**config.mk**
```make
export PLATFORM = sky130hd
export DESIGN_NAME = shift_unit_pipe
export DESIGN_NICKNAME = d
export VERILOG_FILES = /design/src/rtl/shift_pkg.sv /design/src/rtl/shift_level.sv /design/src/rtl/shift_unit_pipe.sv
export SDC_FILE = /design/constraint.sdc
export NUM_CORES = 1
export LEC_CHECK = 0
export BUFFER_PORTS_ARGS = -buffer_cell sky130_fd_sc_hd__clkbuf_2
export CAP_MARGIN = 20
export CORE_UTILIZATION = 40
export DETAILED_ROUTE_END_ITERATION = 7
export PLACE_DENSITY = 0.66
export SYNTH_ARGS = -nofsm -noshare
export SYNTH_HDL_FRONTEND = slang
export SYNTH_SLANG_ARGS = --single-unit
```
**constraint.sdc**
```tcl
create_clock -name clk -period 2.9 [get_ports clk]
set_input_delay 0 -clock clk [delete_from_list [all_inputs] [get_ports clk]]
set_output_delay 0 -clock clk [all_outputs]
set_load 0.02 [all_outputs]
```
**src/rtl/shift_pkg.sv**
```systemverilog
// Shared definitions for the pipelined barrel shifter: op encodings and flag bundle.
package shift_pkg;

  typedef enum logic [1:0] {
    OP_SLL = 2'd0,
    OP_SRL = 2'd1,
    OP_SRA = 2'd2,
    OP_ROR = 2'd3
  } shift_op_e;

  typedef struct packed {
    logic c;
    logic v;
    logic n;
    logic z;
  } flags_t;

endpackage

```
**src/rtl/shift_level.sv**
```systemverilog
// One combinational log level of the barrel shifter: shifts by AMT when enabled.
module shift_level
  import shift_pkg::*;
#(
  parameter int WIDTH = 32,
  parameter int AMT   = 1
) (
  input  logic [WIDTH-1:0] data,
  input  logic             enable,
  input  logic [1:0]       op,
  input  logic             fill,
  output logic [WIDTH-1:0] y
);

  localparam logic [WIDTH-1:0] ONES = '1;

  // fill is already qualified by the caller (sign bit for SRA, 0 for SRL)
  logic [WIDTH-1:0] fill_mask;
  assign fill_mask = fill ? ~(ONES >> AMT) : '0;

  always_comb begin
    y = data;
    if (enable) begin
      case (op)
        OP_SLL:         y = data << AMT;
        OP_SRL, OP_SRA: y = (data >> AMT) | fill_mask;
        default:        y = (data >> AMT) | (data << (WIDTH - AMT));
      endcase
    end
  end

endmodule

```
**src/rtl/shift_unit_pipe.sv**
```systemverilog
// Two-stage pipelined log-barrel shifter (SLL/SRL/SRA/ROR) with C/V/N/Z flags,
// valid/ready handshaking, backpressure and synchronous flush.
module shift_unit_pipe
  import shift_pkg::*;
#(
  parameter int WIDTH = 32,
  parameter int SPLIT = $clog2(WIDTH) / 2
) (
  input  logic                     clk,
  input  logic                     reset,
  input  logic                     flush,
  input  logic                     in_valid,
  output logic                     in_ready,
  input  logic [WIDTH-1:0]         T,
  input  logic [$clog2(WIDTH)-1:0] shamt,
  input  logic [1:0]               op,
  output logic                     out_valid,
  input  logic                     out_ready,
  output logic [WIDTH-1:0]         Y_lo,
  output logic                     C,
  output logic                     V,
  output logic                     N,
  output logic                     Z
);

  localparam int SHW = $clog2(WIDTH);
  localparam int HI  = SHW - SPLIT;
  localparam logic [WIDTH-1:0] ONES = '1;

  // Handshake: a transfer happens on a stage boundary when valid && ready are
  // both high at a rising edge. Stage 2 moves when empty or drained; stage 1
  // moves when empty or stage 2 moves; in_ready is that stage-1 condition and
  // so depends combinationally on out_ready (no skid buffer).
  logic s1_valid, s2_valid;
  logic s1_adv, s2_adv, accept;

  assign s2_adv   = !s2_valid || out_ready;
  assign s1_adv   = !s1_valid || s2_adv;
  assign in_ready = s1_adv;
  assign accept   = in_valid && in_ready;

  // Stage 1 datapath: low log levels applied to T
  logic [SPLIT:0][WIDTH-1:0] s1_chain;
  logic                      fill_in;

  assign s1_chain[0] = T;
  assign fill_in     = (op == OP_SRA) && T[WIDTH-1];

  for (genvar k = 0; k < SPLIT; k++) begin : g_s1
    shift_level #(.WIDTH(WIDTH), .AMT(1 << k)) u_lvl (
      .data   (s1_chain[k]),
      .enable (shamt[k]),
      .op     (op),
      .fill   (fill_in),
      .y      (s1_chain[k+1])
    );
  end

  // C is a single bit of T; -s mod WIDTH equals WIDTH-s whenever s > 0.
  // For ROR, result MSB is T[s-1], same as the right-shift case.
  logic [SHW-1:0]   neg_s, s_m1;
  logic [WIDTH-1:0] hi_mask, win;
  logic             c_in, v_in;

  assign neg_s   = '0 - shamt;
  assign s_m1    = shamt - SHW'(1);
  assign c_in    = (shamt != '0) && ((op == OP_SLL) ? T[neg_s] : T[s_m1]);
  assign hi_mask = ~(ONES >> shamt);
  assign win     = hi_mask | (hi_mask >> 1);
  assign v_in    = (op == OP_SLL) && (shamt != '0) &&
                   ((T & win) != '0) && ((T & win) != win);

  logic [WIDTH-1:0] s1_data;
  logic [1:0]       s1_op;
  logic [HI-1:0]    s1_shamt_hi;
  logic             s1_c, s1_v;

  // Stage 2 datapath: remaining high log levels; SRA sign survives stage 1
  logic [HI:0][WIDTH-1:0] s2_chain;
  logic                   fill_s2;
  logic [WIDTH-1:0]       y2;

  assign s2_chain[0] = s1_data;
  assign fill_s2     = (s1_op == OP_SRA) && s1_data[WIDTH-1];
  assign y2          = s2_chain[HI];

  for (genvar k = 0; k < HI; k++) begin : g_s2
    shift_level #(.WIDTH(WIDTH), .AMT(1 << (k + SPLIT))) u_lvl (
      .data   (s2_chain[k]),
      .enable (s1_shamt_hi[k]),
      .op     (s1_op),
      .fill   (fill_s2),
      .y      (s2_chain[k+1])
    );
  end

  logic [WIDTH-1:0] s2_data;
  flags_t           s2_flags;

  always_ff @(posedge clk or posedge reset) begin
    if (reset) begin
      s1_valid    <= 1'b0;
      s1_data     <= '0;
      s1_op       <= '0;
      s1_shamt_hi <= '0;
      s1_c        <= 1'b0;
      s1_v        <= 1'b0;
      s2_valid    <= 1'b0;
      s2_data     <= '0;
      s2_flags    <= '0;
    end else if (flush) begin
      s1_valid <= 1'b0;
      s2_valid <= 1'b0;
    end else begin
      if (s1_adv) s1_valid <= in_valid;
      if (accept) begin
        s1_data     <= s1_chain[SPLIT];
        s1_op       <= op;
        s1_shamt_hi <= shamt[SHW-1:SPLIT];
        s1_c        <= c_in;
        s1_v        <= v_in;
      end
      if (s2_adv) s2_valid <= s1_valid;
      if (s2_adv && s1_valid) begin
        s2_data    <= y2;
        s2_flags.c <= s1_c;
        s2_flags.v <= s1_v;
        s2_flags.n <= y2[WIDTH-1];
        s2_flags.z <= (y2 == '0);
      end
    end
  end

  assign out_valid = s2_valid;
  assign Y_lo      = s2_data;
  assign C         = s2_flags.c;
  assign V         = s2_flags.v;
  assign N         = s2_flags.n;
  assign Z         = s2_flags.z;

endmodule

```
== Word-level counts from Yosys, hierarchy flattened ==
Index checks and enable logic that the tools add are counted.

* Register bits after elaboration: 77
* Bits of input ports: 44
* Output and inout port bits: 38
* Logic and storage cells: 83

* Add/sub/neg operators: 2
* Order comparisons: 2
* Eq/ne operators: 5
* Shifts and indexed selects: 1
* Mux-type cells: 24
* Bitwise operators: 14
* Reductions and logical operators: 23

{| class="wikitable"
|+ Operators by type and width
! operator !! count
|-
| $mux W32 || 10
|-
| $pmux W32 S2 || 5
|-
| $or A16 B32 Y32 || 2
|-
| $or A24 B32 Y32 || 2
|-
| $or A28 B32 Y32 || 2
|-
| $or A30 B32 Y32 || 2
|-
| $or A31 B32 Y32 || 2
|-
| $and A32 B32 Y32 || 1
|-
| $logic_not A32 Y1 || 1
|-
| $ne A32 B32 Y1 || 1
|-
| $not A32 Y32 || 1
|-
| $or A32 B31 Y32 || 1
|-
| $reduce_bool A32 Y1 || 1
|-
| $shr A32 B5 Y32 const A || 1
|-
| $lt A5 B6 Y1 const B || 2
|-
| $bmux W1 S5 || 2
|-
| $logic_and A1 B1 Y1 || 8
|-
| $mux W1 || 7
|-
| $reduce_bool A5 Y1 || 1
|-
| $sub A1 B5 Y5 const A || 1
|-
| $sub A5 B1 Y5 const B || 1
|-
| $eq A2 B1 Y1 const B || 2
|-
| $eq A2 B2 Y1 const B || 2
|-
| $logic_not A2 Y1 || 2
|-
| 6 further kinds || 11
|}

== Longest topological paths before layout ==
* Depth after elaboration: 13
* Depth in mapped cells: 16
* Mapped depth without buffers: 12

== Hierarchy ==
Synthesis repeated with hierarchy kept, for this count alone.

* Cells, all modules: 910
* Area, all modules: 7810.0 um2

{| class="wikitable"
|+ Modules (own cells, without submodules)
! module !! times used !! cells an instance !! area an instance (um2) !! seq. area each (um2)
|-
| shift_unit_pipe || 1 || 365 || 4345.4 || 1901.8
|-
| shift_level (g_s2[0].u_lvl) || 1 || 149 || 874.6 || 0.0
|-
| shift_level (g_s1[1].u_lvl) || 1 || 151 || 864.6 || 0.0
|-
| shift_level (g_s1[0].u_lvl) || 1 || 81 || 656.9 || 0.0
|-
| shift_level (g_s2[1].u_lvl) || 1 || 117 || 648.1 || 0.0
|-
| shift_level (g_s2[2].u_lvl) || 1 || 47 || 420.4 || 0.0
|}

== Worst setup path after synthesis ==
OpenSTA, ideal clock, no wires.

* Kind: input to register
* Start: input port shamt[0]
* End: register s1_c
* Setup time: 0.132 ns
* Data arrival time: 2.828 ns
* Required time: 2.768 ns
* Setup slack: -0.060 ns
* Stages: 13
* Path buffers: 5
* Path through: buf_6 buf_2 inv_1 clkbuf_1 buf_1 ha_1 ha_1 clkbuf_1 mux4_2 mux4_2 mux2_2 a21oi_2 o31ai_1

* Word-level cells in the longest chain between the ends: 5

{| class="wikitable"
|+ RTL lines
! element !! RTL line !! RTL
|-
| start: declaration || shift_unit_pipe.sv:15 || <nowiki>input logic [$clog2(WIDTH)-1:0] shamt,</nowiki>
|-
| $sub A5 B1 Y5 / $sub A1 B5 Y5 (equally long branches) || shift_unit_pipe.sv:66, shift_unit_pipe.sv:65 ||
|-
| $bmux W1 S5 || shift_unit_pipe.sv:67 || <nowiki>assign c_in = (shamt != '0) && ((op == OP_SLL) ? T[neg_s] : T[s_m1]);</nowiki>
|-
| $mux W1 (not written as such) || shift_unit_pipe.sv:67 ||
|-
| $mux W1 || shift_unit_pipe.sv:67 ||
|-
| $logic_and A1 B1 Y1 (*) || shift_unit_pipe.sv:67 ||
|-
| end signal: assignment || shift_unit_pipe.sv:120 || <nowiki>s1_c <= c_in;</nowiki>
|-
| end: declaration || shift_unit_pipe.sv:76 || <nowiki>logic s1_c, s1_v;</nowiki>
|}

Mark *: on every way between the ends. The rest lies on a longest branch, timed or not. The select of a mux whose other input is x is not followed.
A chain may end at the register's enable or synchronous reset.

== Final worst setup path ==
* Start: register s1_op[0]
* End: register s2_flags (netlist bit Z)

* Word-level cells in the longest chain between the ends: 13

{| class="wikitable"
|+ RTL lines
! element !! RTL line !! RTL
|-
| start: declaration || shift_unit_pipe.sv:74 || <nowiki>logic [1:0] s1_op;</nowiki>
|-
| start signal: assignment || shift_unit_pipe.sv:118 || <nowiki>s1_op <= op;</nowiki>
|-
| $eq A2 B2 Y1 || shift_level.sv:24, shift_unit_pipe.sv:84 ||
|-
| $logic_and A1 B1 Y1 || shift_unit_pipe.sv:84 || <nowiki>assign fill_s2 = (s1_op == OP_SRA) && s1_data[WIDTH-1];</nowiki>
|-
| $mux W32 || shift_level.sv:19 || <nowiki>assign fill_mask = fill ? ~(ONES >> AMT) : '0;</nowiki>
|-
| $or A28 B32 Y32 || shift_level.sv:26 || <nowiki>OP_SRL, OP_SRA: y = (data >> AMT) | fill_mask;</nowiki>
|-
| $pmux W32 S2 || shift_level.sv:24 || <nowiki>case (op)</nowiki>
|-
| $mux W32 || shift_level.sv:23 || <nowiki>if (enable) begin</nowiki>
|-
| $or A24 B32 Y32 (on tied branches) || shift_level.sv:27, shift_level.sv:26 ||
|-
| $pmux W32 S2 || shift_level.sv:24 ||
|-
| $mux W32 || shift_level.sv:23 ||
|-
| $or A16 B32 Y32 (on tied branches) || shift_level.sv:27, shift_level.sv:26 ||
|-
| $pmux W32 S2 || shift_level.sv:24 ||
|-
| $mux W32 (*) || shift_level.sv:23 ||
|-
| $logic_not A32 Y1 (*) || shift_unit_pipe.sv:129 || <nowiki>s2_flags.z <= (y2 == '0);</nowiki>
|-
| end: declaration || shift_unit_pipe.sv:98 || <nowiki>flags_t s2_flags;</nowiki>
|}

Mark *: on every way between the ends. The rest lies on a longest branch, timed or not.

==> metrics.txt <==
status=finished clean; # placed instances=1,350; Clock Latency Late Sink=0.34 ns; crit path time final=roughly 2.8 ns; WL/cell=approximately 20 um; FMAX=0.3568 GHz; clk slew on worst S/H paths=~0.060 ns; r2r endpoint=Z$_DFFE_PP0P_; GR Util met1=0.3623; flop and latch count out of synthesis=76; post-DP HPWL=between 20,000 and 25,000 um; Initial DRT Pass Iterations=5; Max FO, Critical Path=11; clock buffer depth=2; Inserted Clock Buffers=9; worst min-delay path startpoint=out_ready; n_diodes=0; initial DRC count=about 880; # fillers=1,883; gr ovfl total=0; clk_skew=0.009961 ns; CP required=3.17 ns; first-pass GRT wire length=approximately 43,000 um; Worst setup EP type=register; width of the die=140.9 um; Placer Congestion=around 1; layout cells sized above 1=0.1849; Tightest Pin Transition=0.9226 ns; synthesized area=0.007714 sq mm; post-synthesis sequential area ratio=0.2466; vias=a little under 9,000; initial antenna violation count=0; FF-to-FF path depth=10; die height=140.9 um; Synth warnings=0; hold_ws=0.01171 ns; asr flop ratio synth=1.000; reg2reg start=s1_op[0]$_DFFE_PP0P_; row cnt=50; Util after Layout=0.4746; Initial Utilization=0.4096; syn_area_per_cell=around 7.4 sq um; Hold Crit Class=primary input to register; Post-synth EDFFs=0; GR peak layer=met2; port bufs=just over 80; routing usage on met2=0.4430; Max-Cap Viols=0; Root Buffer=clkbuf_16; Post-Syn Instances=roughly 1,000; CTS tree=yes; DRC viols=0; final worst-path cycle share=0.9665; setup slack, reg-to-reg=~0.097 ns; critical path type=register to register; Nets=about 1,200; Max VDD drop=263.3 uV; CP arrival=approximately 3 ns; Post-Syn Nets=~1,100; Synth cell types=69; Final ANT Viol Nets=0; Via density=approximately 6.4; H-tree depth=3; # Post-CTS Setup Buffers=0; Setup-failing EPs final=0; full die area=0.01984 sq mm; worst hold endpoint=out_valid$_DFFE_PP0P_; number of global-route vias before repair=approximately 7,800; static leakage=3.676 nW; Final Hold Violating Endpoints=0; P&R area growth vs syn=15.85%; Cell Pwr Density=approximately 620 mW/mm^2; pin count of the biggest net entering global routing=64; hold path cells=4; Main synth FF type=dfrtp_1; relative slew slack=0.3849; clock sink count=76; Placeable Area=between 0.015 and 0.02 sq mm; final WL=between 20,000 and 30,000 um; GRT Util Overall=0.2749; Boundary Pins=82; grt met3 use=0.03057; crit start category=register; non-filler cells, final=roughly 1,400; fin. max-slew vios=0
## cell type report
type	instances	area [sq um]	area share
Clock inverter	7	127.6	0.01428
Inverter	44	166.4	0.01862
Sequential cell	76	1903	0.2130
Timing Repair Buffer	150	1006	0.1126
Tap cell	260	325.3	0.03640
Multi-Input combinational cell	823	5182	0.5799
Clock buffer	9	225.2	0.02520
## power by group
group	total (mW)	internal [mW]	switching, mW
registers	1.54	1.29	0.248
logic	2.63	0.983	1.65
clock network	1.34	0.856	0.487
## flip-flops by register name, summed over array words and instances (netlist names)
| signal | count |
|---|---|
| s1_c | 1 |
| s1_valid | 1 |
| s1_op | 2 |
| Y_lo | 32 |
| V | 1 |
| out_valid | 1 |
| s1_v | 1 |
| C | 1 |
| Z | 1 |
| s1_data | 32 |
| s1_shamt_hi | 3 |
## cell usage in the layout (no fill, tap or decap), drive strengths merged, types with 4 or more instances in the layout
master and instances:
a211oi 13, a21o 6, a21oi 59, a221oi 59, a22oi 7, a311oi 35
a31oi 16, buf 66, clkbuf 90, dfrtp 76, ha 11, inv 45
mux2i 6, mux4 19, nand2 128, nand2b 10, nand3 5, nand3b 22
nand4 6, nor2 165, nor2b 15, nor3 18, nor4 5, o211ai 11
o21a 4, o21ai 97, o221ai 7, o22a 4, o22ai 12, o2bb2ai 4
o31ai 32, o32ai 6
## logic make-up after synthesis
kind of cell    share of synthesized area
mux                               0.06618
simple gates                       0.2232
xor+xnor                         0.002271
buf+inv                           0.08791
flops                              0.2466
compound gates                     0.3547
fa+ha+maj                         0.01914
## synth_stat cells (all sizes together) (3+ instances only)
| cell | n | area share |
|---|---|---|
| nor2 | 165 | 0.081 |
| o22a | 4 | 0.0045 |
| nand2b | 10 | 0.0081 |
| a221oi | 59 | 0.067 |
| nor4 | 5 | 0.0041 |
| a31oi | 16 | 0.013 |
| nand3b | 22 | 0.022 |
| a311oi | 35 | 0.041 |
| nor3 | 18 | 0.012 |
| o22ai | 12 | 0.0097 |
| a21o | 6 | 0.0058 |
| o21ai | 97 | 0.063 |
| nand4 | 6 | 0.0049 |
| mux4 | 19 | 0.055 |
| dfrtp | 76 | 0.25 |
| nand4b | 3 | 0.0034 |
| o2bb2ai | 4 | 0.0045 |
| a21oi | 59 | 0.039 |
| mux2i | 6 | 0.0078 |
| o32ai | 6 | 0.0068 |
| buf | 41 | 0.036 |
| clkbuf | 62 | 0.030 |
| a2111oi | 3 | 0.0034 |
| o221ai | 7 | 0.0079 |
| nand3 | 5 | 0.0032 |
| o21a | 4 | 0.0039 |
| nor2b | 15 | 0.012 |
| nand2 | 128 | 0.062 |
| o211ai | 11 | 0.011 |
| ha | 11 | 0.018 |
| inv | 42 | 0.020 |
| a22oi | 7 | 0.0068 |
| or3 | 3 | 0.0024 |
| a211oi | 13 | 0.013 |
| o31ai | 32 | 0.031 |
## through the flow
stage	TNS (ns)	total power, mW	setup slack (ns)	area [sq um]
floorplan	0	3.206	0.04275	7716
global placement	0	4.108	0.2066	8519
detailed placement	0	4.112	0.1190	8519
CTS	0	5.470	0.09902	8902
global route	-0.001102	5.825	-0.001102	8936
finish	0	5.516	0.09725	8936
## routing by layer
metal / part of all wire / vias to the layer above
met5: 0 / -
met4: 0.052 / 0
met3: 0.073 / 82
met2: 0.46 / 481
met1: 0.42 / 4107
li1: - / 4047
## critical path: stages (launching register included)
cell,delay [ns]
dfrtp_1,0.37
inv_1,0.07
ha_1,0.38
buf_4,0.22
or2_2,0.36
a311oi_2,0.39
nor2_1,0.10
nor4_1,0.32
nand4b_1,0.14
nor3_1,0.20
a32o_1,0.18
## worst max-delay path by stage
stage,startpoint,to
after floorplan,shamt[0],s1_c$_DFFE_PP0P_
after detailed placement,s1_op[0]$_DFFE_PP0P_,Z$_DFFE_PP0P_
after CTS,s1_op[0]$_DFFE_PP0P_,Z$_DFFE_PP0P_
after global placement,s1_op[0]$_DFFE_PP0P_,Z$_DFFE_PP0P_
after global routing,s1_op[0]$_DFFE_PP0P_,Z$_DFFE_PP0P_
final,s1_op[0]$_DFFE_PP0P_,Z$_DFFE_PP0P_
## timing repair
| action | in CTS | in global routing |
|---|---|---|
| gates resized for setup | 0 | 8 |
| hold buffers | 3 | 0 |
| hold endpoints to repair | 36 | 0 |
| endpoints found under the setup margin | 0 | 1 |
No activity file was read; power rests on OpenSTA's default activity.
